`src/rtl/token_fifo_pkg.sv`:
```
// Shared types and constants for the token FIFO between two dataflow actors.
// Build with TOKEN_FIFO_ERR_EN defined to add the sticky Err output.
package token_fifo_pkg;

    localparam int DEF_WIDTH = 16;
    localparam int DEF_DEPTH = 8;

    typedef logic [15:0] count_t;

    typedef enum logic [1:0] {
        EMPTY   = 2'd0,
        PARTIAL = 2'd1,
        FULL    = 2'd2
    } occ_state_e;

    function automatic int ptr_w(input int depth);
        int w;
        w = 0;
        while ((1 << w) < depth) w++;
        return (w < 1) ? 1 : w;
    endfunction

endpackage

```
`src/rtl/token_fifo_if.sv`:
```
// Producer/consumer token handshake bundle.
// The master drives tokens in and acks tokens out; the slave is the FIFO.
interface token_fifo_if
    import token_fifo_pkg::*;
#(
    parameter int WIDTH = DEF_WIDTH
) ();

    logic [WIDTH-1:0] In_DATA;
    logic             In_SEND;
    count_t           In_COUNT;
    logic             In_RDY;
    logic             In_ACK;
    logic [WIDTH-1:0] Out_DATA;
    logic             Out_SEND;
    count_t           Out_COUNT;
    logic             Out_ACK;

    modport master (
        output In_DATA, In_SEND, In_COUNT, Out_ACK,
        input  In_RDY, In_ACK, Out_DATA, Out_SEND, Out_COUNT
    );

    modport slave (
        input  In_DATA, In_SEND, In_COUNT, Out_ACK,
        output In_RDY, In_ACK, Out_DATA, Out_SEND, Out_COUNT
    );

endinterface

```
`src/rtl/token_fifo_mem.sv`:
```
// Token storage: one synchronous write port, one combinational read port.
// Contents are never cleared; occupancy tracking lives in the parent.
module token_fifo_mem
    import token_fifo_pkg::*;
#(
    parameter int WIDTH = DEF_WIDTH,
    parameter int DEPTH = DEF_DEPTH,
    parameter int PW    = ptr_w(DEPTH)
) (
    input  logic             CLK,
    input  logic             we,
    input  logic [PW-1:0]    waddr,
    input  logic [WIDTH-1:0] wdata,
    input  logic [PW-1:0]    raddr,
    output logic [WIDTH-1:0] rdata
);

    logic [WIDTH-1:0] mem [DEPTH];

    always_ff @(posedge CLK) begin
        if (we) mem[waddr] <= wdata;
    end

    assign rdata = mem[raddr];

endmodule

```
`src/rtl/token_fifo.sv`:
```
// Token FIFO joining a producer actor's output port to a consumer's input port.
// Optional sticky protocol-error flag Err when TOKEN_FIFO_ERR_EN is defined.
module token_fifo
    import token_fifo_pkg::*;
#(
    parameter int WIDTH = DEF_WIDTH,
    parameter int DEPTH = DEF_DEPTH
) (
    input  logic         CLK,
    input  logic         RESET,
    token_fifo_if.slave  bus
`ifdef TOKEN_FIFO_ERR_EN
    ,
    output logic         Err
`endif
);

    localparam int PW = ptr_w(DEPTH);
    localparam int OW = PW + 1;
    localparam logic [OW-1:0] OCC_FULL = OW'(DEPTH);
    localparam logic [OW-1:0] OCC_ONE  = OW'(1);

    occ_state_e    state;
    occ_state_e    state_n;
    logic [OW-1:0] occ;
    logic [OW-1:0] occ_n;
    logic [PW-1:0] wr_ptr;
    logic [PW-1:0] rd_ptr;
    logic          in_rdy;
    logic          out_send;
    logic          wr;
    logic          rd;
    logic          unused_count;

    // Producer count is always one token per send.
    assign unused_count = ^bus.In_COUNT;

    always_ff @(posedge CLK) begin
        if (RESET) begin
            state  <= EMPTY;
            occ    <= '0;
            wr_ptr <= '0;
            rd_ptr <= '0;
        end else begin
            state  <= state_n;
            occ    <= occ_n;
            wr_ptr <= wr_ptr + PW'(wr);
            rd_ptr <= rd_ptr + PW'(rd);
        end
    end

    always_comb begin
        state_n = state;
        occ_n   = occ + OW'(wr) - OW'(rd);
        unique case (state)
            EMPTY: begin
                if (wr) state_n = PARTIAL;
            end
            PARTIAL: begin
                if (wr && !rd && occ == OCC_FULL - OCC_ONE)
                    state_n = FULL;
                else if (rd && !wr && occ == OCC_ONE)
                    state_n = EMPTY;
            end
            FULL: begin
                if (rd) state_n = PARTIAL;
            end
            default: state_n = EMPTY;
        endcase
    end

    // Reset forces the producer side open and the consumer side idle.
    always_comb begin
        in_rdy   = RESET || (state != FULL);
        out_send = !RESET && (state != EMPTY);
        wr       = bus.In_SEND && in_rdy;
        rd       = bus.Out_ACK && out_send;
    end

    assign bus.In_RDY    = in_rdy;
    assign bus.In_ACK    = wr;
    assign bus.Out_SEND  = out_send;
    assign bus.Out_COUNT = RESET ? '0 : count_t'(occ);

    token_fifo_mem #(
        .WIDTH (WIDTH),
        .DEPTH (DEPTH),
        .PW    (PW)
    ) u_mem (
        .CLK   (CLK),
        .we    (wr && !RESET),
        .waddr (wr_ptr),
        .wdata (bus.In_DATA),
        .raddr (rd_ptr),
        .rdata (bus.Out_DATA)
    );

`ifdef TOKEN_FIFO_ERR_EN
    always_ff @(posedge CLK) begin
        if (RESET)
            Err <= 1'b0;
        else if ((bus.In_SEND && !in_rdy) || (bus.Out_ACK && !out_send))
            Err <= 1'b1;
    end
`endif

endmodule

```
`src/flat_wrapper.sv`:
```
// flat-port wrapper written by rule: the top's interface ports become plain ports
module token_fifo_flat import token_fifo_pkg::*;
#(
    parameter int WIDTH = DEF_WIDTH,
    parameter int DEPTH = DEF_DEPTH
)
  (CLK, RESET, bus_In_DATA, bus_In_SEND, bus_In_COUNT, bus_Out_ACK, bus_In_RDY, bus_In_ACK, bus_Out_DATA, bus_Out_SEND, bus_Out_COUNT);
  token_fifo_if #(.WIDTH(WIDTH)) bus_i ();
  input  logic CLK;
  input  logic RESET;
  input wire logic [$bits(bus_i.In_DATA)-1:0] bus_In_DATA;
  input wire logic [$bits(bus_i.In_SEND)-1:0] bus_In_SEND;
  input wire logic [$bits(bus_i.In_COUNT)-1:0] bus_In_COUNT;
  input wire logic [$bits(bus_i.Out_ACK)-1:0] bus_Out_ACK;
  output wire logic [$bits(bus_i.In_RDY)-1:0] bus_In_RDY;
  output wire logic [$bits(bus_i.In_ACK)-1:0] bus_In_ACK;
  output wire logic [$bits(bus_i.Out_DATA)-1:0] bus_Out_DATA;
  output wire logic [$bits(bus_i.Out_SEND)-1:0] bus_Out_SEND;
  output wire logic [$bits(bus_i.Out_COUNT)-1:0] bus_Out_COUNT;
  assign bus_i.In_DATA = bus_In_DATA;
  assign bus_i.In_SEND = bus_In_SEND;
  assign bus_i.In_COUNT = bus_In_COUNT;
  assign bus_i.Out_ACK = bus_Out_ACK;
  assign bus_In_RDY = bus_i.In_RDY;
  assign bus_In_ACK = bus_i.In_ACK;
  assign bus_Out_DATA = bus_i.Out_DATA;
  assign bus_Out_SEND = bus_i.Out_SEND;
  assign bus_Out_COUNT = bus_i.Out_COUNT;
  token_fifo #(.WIDTH(WIDTH), .DEPTH(DEPTH)) u_core (.CLK(CLK), .RESET(RESET), .bus(bus_i));
endmodule
```
`config.mk`:
```
export PLATFORM = sky130hd
export DESIGN_NAME = token_fifo_flat
export DESIGN_NICKNAME = d
export VERILOG_FILES = /design/src/rtl/token_fifo_pkg.sv /design/src/rtl/token_fifo_if.sv /design/src/rtl/token_fifo_mem.sv /design/src/rtl/token_fifo.sv /design/src/flat_wrapper.sv
export SDC_FILE = /design/constraint.sdc
export NUM_CORES = 1
export LEC_CHECK = 0
export ABC_CLOCK_PERIOD_IN_PS = 6750
export CAP_MARGIN = 40
export CORE_ASPECT_RATIO = 1.5
export CORE_UTILIZATION = 35
export DETAILED_ROUTE_END_ITERATION = 7
export MAX_ROUTING_LAYER = met4
export PLACE_DENSITY_LB_ADDON = 0.05
export SKIP_LAST_GASP = 1
export SYNTH_ARGS = -nofsm -noshare
export SYNTH_HDL_FRONTEND = slang
export SYNTH_SLANG_ARGS = --single-unit
```
`constraint.sdc`:
```
create_clock -name CLK -period 6.75 [get_ports CLK]
set_clock_uncertainty 0.05 [all_clocks]
set_input_delay 2.025 -clock CLK [delete_from_list [all_inputs] [get_ports CLK]]
set_output_delay 2.025 -clock CLK [all_outputs]
set_load 0.1 [all_outputs]
```
* Word-level counts from Yosys, hierarchy flattened
Memory sizes are Yosys's and may differ from the RTL's. A register that Yosys moved wholly into a read port is not among the register bits.
Cells that the tools add are included.
W data, S select, Z words.
** Operators by class
- Equality and inequality tests :: 8
- Reductions and logical operators :: 15
- Multiplexer cells :: 9
- $add $sub $neg :: 4
** Operators by type and width (count)
- $logic_and A1 B1 Y1 :: 8
- $mux W2 :: 4
- $add A3 B1 Y3 :: 2
- $pmux W2 S3 :: 1
- $add A4 B1 Y4 :: 1
- $eq A4 B1 Y1 const B :: 1
- $eq A4 B3 Y1 const B :: 1
- $mux W4 :: 1
- $ne A2 B1 Y1 const B :: 2
- $sub A4 B1 Y4 :: 1
- $logic_not A1 Y1 :: 3
- $mux W3 :: 1
- $ne A3 B1 Y1 const B :: 1
- $reduce_and A3 Y1 :: 1
- $eq A2 B1 Y1 const B :: 1
- $eq A2 B2 Y1 const B :: 1
- $logic_not A2 Y1 :: 1
- $mux W1 :: 2
- $ne A2 B2 Y1 const B :: 1
- $reduce_bool A2 Y1 :: 1
- $logic_or A1 B1 Y1 :: 1
** Word-level totals
- Memory bits (writable) :: 128
- Output and inout port bits :: 35
- Memories :: 1
- Bits in registers :: 12
- Logic and storage cells :: 41
** Memory list
- u_core.u_mem.mem :: words 8, bits a word 16, read ports 1, clocked after memory_dff 1, write ports 1, RTL line token_fifo_mem.sv:18 : logic [WIDTH-1:0] mem [DEPTH];

* Depth between registers and ports, before layout
Gate-level depths: netlist (run 1).
- Depth after elaboration :: 9
- Gate-level depth with buffers :: 10

* Cells and area by module
Synthesis (run 1) repeated with hierarchy kept, for this count alone.
** Second synthesis, totals
- Cells, all modules :: 283
- Area, all modules :: 5715.5 um^2
** Modules (own cells, without submodules)
- token_fifo_mem :: cells an instance 198, times used 1, sequential area each 3843.7 um^2, area an instance 4973.5 um^2
- token_fifo :: cells an instance 85, times used 1, sequential area each 240.2 um^2, area an instance 742.0 um^2

* Worst setup path before layout (run 1)
Ideal clock, no wire load.
- Path kind :: input port to output port
- Start :: input port RESET
- End :: output port bus_Out_COUNT[0]
- Cell stages on the path :: 3
- Path buffers :: 2
- Path slack :: 0.912 ns
- Data arrival time :: 3.763 ns
- Cells stage by stage :: clkbuf_1 > buf_1 > nor2b_1
** On the way
- Word-level cells in the longest chain between the ends :: 1
** RTL lines
- start: declaration :: RTL line flat_wrapper.sv:10 : input logic RESET;
- $mux W4 :: RTL line token_fifo.sv:83 : assign bus.Out_COUNT = RESET ? '0 : count_t'(occ);
- end: declaration :: RTL line flat_wrapper.sv:19 : output wire logic [$bits(bus_i.Out_COUNT)-1:0] bus_Out_COUNT;
No other way between the ends.

* Final worst setup path (run 1)
- Start :: input port RESET
- End :: output port bus_In_ACK
** On the way
- Word-level cells in the longest chain between the ends :: 2
** RTL lines
- $logic_or A1 B1 Y1 :: RTL line token_fifo.sv:74 : in_rdy = RESET || (state != FULL);
- $logic_and A1 B1 Y1 :: RTL line token_fifo.sv:76 : wr = bus.In_SEND && in_rdy;
- end: declaration :: RTL line flat_wrapper.sv:16 : output wire logic [$bits(bus_i.In_ACK)-1:0] bus_In_ACK;
No other way between the ends.

==> results of run 1 <==
-- logic make-up after synthesis --
logic type	Yosys count	synth area share [%]
compound gates	5	0.633
flops	140	71.2
mux	49	17.7
simple gates	43	3.82
xor+xnor	3	0.458
buf+inv	30	3.36
fa+ha+maj	12	2.75
other cells	1	0.0654
-- registers in the layout (all words and copies together) (netlist names) --
name / count
u_core.u_mem.mem: 128
u_core.occ: 4
u_core.rd_ptr: 3
u_core.wr_ptr: 3
u_core.state: 2
-- area by class of cell --
class / instances / share of cell area [%]
repair buffers: 70 / 10.8
multi-input cells: 124 / 21.0
well taps: 206 / 3.58
clock inverters: 12 / 1.39
flip-flops and latches: 140 / 56.8
inverters: 6 / 0.313
clock buffers: 20 / 6.07
-- power by group --
part	switching, W	internal [W]	leakage (nW)
Sequential	0.00000932	0.000966	1.26
Clock	0.000333	0.000504	0.262
Combinational	0.000172	0.0000865	0.925
-- critical path, stage by stage --
cell and delay, ps:
clkdlybuf4s50_1 410, or2_2 320, and2_1 210, buf_4 240
-- per-stage QoR --
| stage | util, % | worst slack, ps | cell area (µm²) |
|---|---|---|---|
| 2_1_floorplan | - | 912 | 5780 |
| 3_3_place_gp | 39.4 | 1480 | 6350 |
| 3_5_place_dp | 41.3 | 1470 | 6660 |
| 4_1_cts | 44.6 | 1440 | 7190 |
| 5_1_grt | 44.6 | 1370 | 7190 |
| 6_report | 44.6 | 1470 | 7190 |
-- path summary, 6_finish.rpt --
path                                      start         endpoint  slack, ps  depth (start not counted)
worst max-delay path                      RESET       bus_In_ACK       1470                          4
worst max register to register  u_core.state[0]    u_core.occ[2]       4580                         10
worst min-delay path              u_core.occ[0]  u_core.state[0]        550                          2
worst min register to register    u_core.occ[0]  u_core.state[0]        550                          2
-- Yosys cell counts --
cell type  count
a21oi_1        2
a31o_2         2
and2_1         2
buf_1          2
buf_2          3
buf_4         12
buf_6          4
clkbuf_1       2
clkbuf_2       1
conb_1         1
dfxtp_1       12
edfxtp_1     128
fa_1           1
ha_1          11
inv_1          6
mux2_2        16
mux2i_1        1
mux4_1        28
mux4_2         4
nand2_1        3
nand2b_1       5
nand3_1        1
nand4_1        2
nand4b_1       1
nand4bb_1      1
nor2_1        18
nor2b_1        6
nor3_1         3
o22a_1         1
or2_2          1
xnor2_1        2
xor2_1         1
-- metal layers --
metal	vias up	global-route usage (%)	share of wire (%)
met5	-	-	0
met4	0	4.11	0.88
met3	5	3.20	1.9
met2	39	24.4	55
met1	1427	15.8	42
li1	1283	-	-
==> summary.md, run 1 <==
| Metric | Value |
|---|---|
| Drt initial violations | `85` |
| Yosys cell types | `32` |
| WL/cell | `18.6 µm` |
| Fmax | `189 MHz` |
| Worst Path Required | `4680 ps` |
| Layout net count | `407` |
| Die W | `107 µm` |
| Largest area contributor in the netlist | `edfxtp_1` |
| Synth top area cells | `edfxtp_1 67%, mux4_1 13%, dfxtp_1 4.2%` |
| Final period util | `78.2%` |
| Yosys reg bits | `140` |
| Register area | `4090 µm²` |
| Hold_ws | `551 ps` |
| Final WL | `10700 µm` |
| Startpoint types | `input port` |
| Yosys warnings | `0` |
| Slew HR | `54.9%` |
| Number of global-route vias before repair | `2887` |
| HP Class | `reg2reg` |
| Post-CTS Resized | `0` |
| Number of fill cells | `1439` |
| Total grt overflow | `0` |
| Worst vdd ir | `0.000166 V` |
| Outcome | `finished, final reports clean` |
| Fin Setup TNS | `0 ps` |
| Mean number of vias per cell | `4.76` |
| Antenna Cells | `0` |
| Final Instance Count excl. Fillers | `578` |
| Register area share after synthesis | `71.2%` |
| TritonRoute pass-1 iters | `4` |
| Slew Limit Fails | `0` |
| CTS Hold Buffers Added | `0` |
| Critical Path End Type | `output pin` |
| Min Tclk post-route | `5280 ps` |
| Vias | `2754` |
| PwrDens | `288 nW/µm²` |
| Synth top area share | `67.0%` |
| Rows | `57` |
| PortBufs | `42` |
| CTS Buf Count | `17` |
| Most common cell after layout, fill and taps aside | `edfxtp_1` |
| Clock buffer depth | `2` |
| Mapped Area | `5740 µm²` |
| Crit Path Max Fanout | `3` |
| CP Class | `in2out` |
| Root Buffer | `clkbuf_16` |
| Area added between synthesis and finish | `25.4%` |
| Dpl hpwl | `6330 µm` |
| Post-synthesis cell count | `283` |
| Fin. Hold Viols | `0` |
| RSZ-0062 raised after global routing | `no` |
| CTS tree | `built` |
| Clk_lat worst skew | `400 ps` |
| Setup Fix Bufs, Post-CTS | `0` |
| Total chip power | `0.00207 W` |
| Placed insts | `546` |
| Worst path arrival time | `3200 ps` |
| I/O pin total | `71` |
| Clk slew on worst S/H paths | `60 ps` |
| Pleak | `2.44 nW` |
| CTS Sinks | `140` |
| Actual slew at the worst max-slew pin | `673 ps` |
| Global-route wire length before repair | `16300 µm` |
| Most frequent cells in the layout | `128 x edfxtp_1, 35 x clkdlybuf4s50_1, 28 x mux4_1` |
| H-tree depth | `4` |
| # DRC | `0` |
| Core footprint | `16100 µm²` |
| Largest net degree at the start of global routing | `28` |
| Max-Cap Viols | `0` |
| Die height | `159 µm` |
| Synthesized area per cell | `20.3 µm²` |
| Routability cong. | `0.679` |
| Total GRT Usage | `14.0%` |
| Detail Route Antenna Nets | `0` |
| Initial Utilization | `35.6%` |
| Initial antenna violation count | `0` |
| Die area | `16900 µm²` |
| Layout cells sized above 1 | `24.2%` |
| Multi-input logic area | `1510 µm²` |
| Endpoints failing setup | `0` |
Note: power is estimated with default switching activity, not from simulation.
==> run 2: changes to the inputs <==
- ABC_CLOCK_PERIOD_IN_PS: 6750 -> 4500
- clock period: 6.75 -> 4.5 ns (I/O delays scaled with it)
==> summary.md, run 2 (same netlist as run 1, synthesis figures left out) <==
| Metric | Value |
|---|---|
| Outcome | `finished, final reports clean (unchanged)` |
| PwrDens | `468 nW/µm² (was 288 nW/µm²)` |
| Cell Chain, Critical Path | `clkdlybuf4s50_1, or2_2, and2_1, buf_12 (was clkdlybuf4s50_1, or2_2, and2_1, buf_4)` |
| Number of global-route vias before repair | `2810 (was 2887)` |
| Fmax | `254 MHz` |
| Hold_ws | `544 ps (was 551 ps)` |
| Total GRT Usage | `13.8% (was 14.0%)` |
| Crit Path Max Fanout | `3 (unchanged)` |
| FF-to-FF Start | `u_core.state[0] (unchanged)` |
| WL/cell | `18.8 µm (was 18.6 µm)` |
| Worst path arrival time | `2530 ps (was 3200 ps)` |
| Fin. Hold Viols | `0 (unchanged)` |
| Largest net degree at the start of global routing | `33 (was 28)` |
| CTS Hold Buffers Added | `0 (unchanged)` |
| Die area | `16900 µm² (unchanged)` |
| Core footprint | `16100 µm² (unchanged)` |
| Final period util | `87.3%` |
| Slowest cell on crit path | `clkdlybuf4s50_1 (unchanged)` |
| Max reg flops | `128 (unchanged)` |
| CTS Buf Count | `17 (unchanged)` |
| Drt initial violations | `79 (was 85)` |
| Max-Cap Viols | `0 (unchanged)` |
| Crit path launch | `RESET (unchanged)` |
| PortBufs | `42 (unchanged)` |
| Final Core Density | `44.2% (was 44.6%)` |
| Layout cells sized above 1 | `25.8% (was 24.2%)` |
| Actual slew at the worst max-slew pin | `716 ps (was 673 ps)` |
| Most common cell after layout, fill and taps aside | `edfxtp_1 (unchanged)` |
| Largest registers | `u_core.u_mem.mem: 128 flops, u_core.occ: 4 flops (unchanged)` |
| Clock buffer depth | `2 (unchanged)` |
| Global-route wire length before repair | `16200 µm (was 16300 µm)` |
| Initial antenna violation count | `0 (unchanged)` |
| Min Tclk post-route | `3930 ps` |
| Top reg by flops | `u_core.u_mem.mem (unchanged)` |
| Final WL | `10600 µm (was 10700 µm)` |
| HP Class | `reg2reg (unchanged)` |
| RSZ-0062 raised after global routing | `no (unchanged)` |
| Worst vdd ir | `0.000282 V (was 0.000166 V)` |
| I/O pin total | `71 (unchanged)` |
| Detail Route Antenna Nets | `0 (unchanged)` |
| Post-CTS Resized | `0 (unchanged)` |
| CTS Sinks | `140 (unchanged)` |
| Initial Utilization | `35.6% (unchanged)` |
| H-tree depth | `4 (unchanged)` |
| Fin Setup TNS | `0 ps (unchanged)` |
| Crit-path leading delay family | `buffers and inverters (unchanged)` |
| Clk slew on worst S/H paths | `60 ps (about the same)` |
| Startpoint types | `input port (unchanged)` |
| Total grt overflow | `0 (unchanged)` |
| Number of fill cells | `1476 (was 1439)` |
| Pleak | `2.41 nW (was 2.44 nW)` |
| Worst Path Required | `3100 ps (was 4680 ps)` |
| Root Buffer | `clkbuf_16 (unchanged)` |
| Clk_lat worst skew | `400 ps (about the same)` |
| Area added between synthesis and finish | `24.2% (was 25.4%)` |
| CTS tree | `built (unchanged)` |
| Most frequent cells in the layout | `128 x edfxtp_1, 28 x mux4_1, 25 x buf_4 (was 128 x edfxtp_1, 35 x clkdlybuf4s50_1, 28 x mux4_1)` |
| Mean number of vias per cell | `4.79 (was 4.76)` |
| Rows | `57 (unchanged)` |
| Min-delay src | `u_core.wr_ptr[2] (was u_core.occ[0])` |
| Crit path buffers/inverters | `2 (unchanged)` |
| Critical Path End Type | `output pin (unchanged)` |
| Dpl hpwl | `6170 µm (was 6330 µm)` |
| Slew HR | `52.0% (was 54.9%)` |
| Antenna Cells | `0 (unchanged)` |
| Setup Fix Bufs, Post-CTS | `0 (unchanged)` |
| Routability cong. | `0.657 (was 0.679)` |
| CP max stage delay | `410 ps (about the same)` |
| Slew Limit Fails | `0 (unchanged)` |
| # DRC | `0 (unchanged)` |
| Die height | `159 µm (unchanged)` |
| TritonRoute pass-1 iters | `4 (unchanged)` |
| Vias | `2697 (was 2754)` |
| Layout net count | `392 (was 407)` |
| Die W | `107 µm (unchanged)` |
| CP Class | `in2out (unchanged)` |
| Endpoints failing setup | `0 (unchanged)` |
-- run 2: path summary, 6_finish.rpt --
check | slack [ps] | to | cells after the start
worst max register to register | 2300 | u_core.occ[2] | 10
worst max-delay path | 570 | bus_In_ACK | 4
worst min-delay path | 540 | u_core.wr_ptr[2] | 2
worst min register to register | 540 | u_core.wr_ptr[2] | 2
-- run 2: worst min-delay path, stage by stage (launching register included) --
cell     delay, ps
dfxtp_1        370
xnor2_1        150
nor2_1          30
-- run 2: report_power, final --
group          switching [W]  leakage [nW]  internal, W
clock network       0.000517         0.300     0.000989
logic               0.000258         0.850     0.000110
registers          0.0000117          1.26      0.00145
total               0.000786          2.41      0.00255
-- run 2: per-layer routing --
| metal | vias to the layer above | global-route usage (%) | part of all wire [%] |
|---|---|---|---|
| met3 | 7 | 3.86 | 3.3 |
| li1 | 1251 | - | - |
| met2 | 48 | 23.6 | 54 |
| met1 | 1391 | 15.6 | 41 |
| met5 | - | - | 0 |
| met4 | 0 | 4.11 | 1.0 |
-- run 2: final cells by class --
| class | count | area (µm²) | share of cell area (%) |
|---|---|---|---|
| flip-flops and latches | 140 | 4090 | 57.4 |
| multi-input cells | 124 | 1510 | 21.2 |
| repair buffers | 55 | 598 | 8.40 |
| clock buffers | 19 | 433 | 6.08 |
| well taps | 206 | 258 | 3.62 |
| clock inverters | 13 | 215 | 3.02 |
| inverters | 6 | 22.5 | 0.316 |
-- run 2: metrics by stage --
step                cell area (µm²)  power, W  std cells  setup slack (ps)
finish                         7120   0.00333        563               570
global route                   7120   0.00345        563               531
CTS                            7120   0.00337        563               552
detailed placement             6470   0.00186        531               560
global placement               6470   0.00186        531               571
floorplan                      5780   0.00176        294              11.7
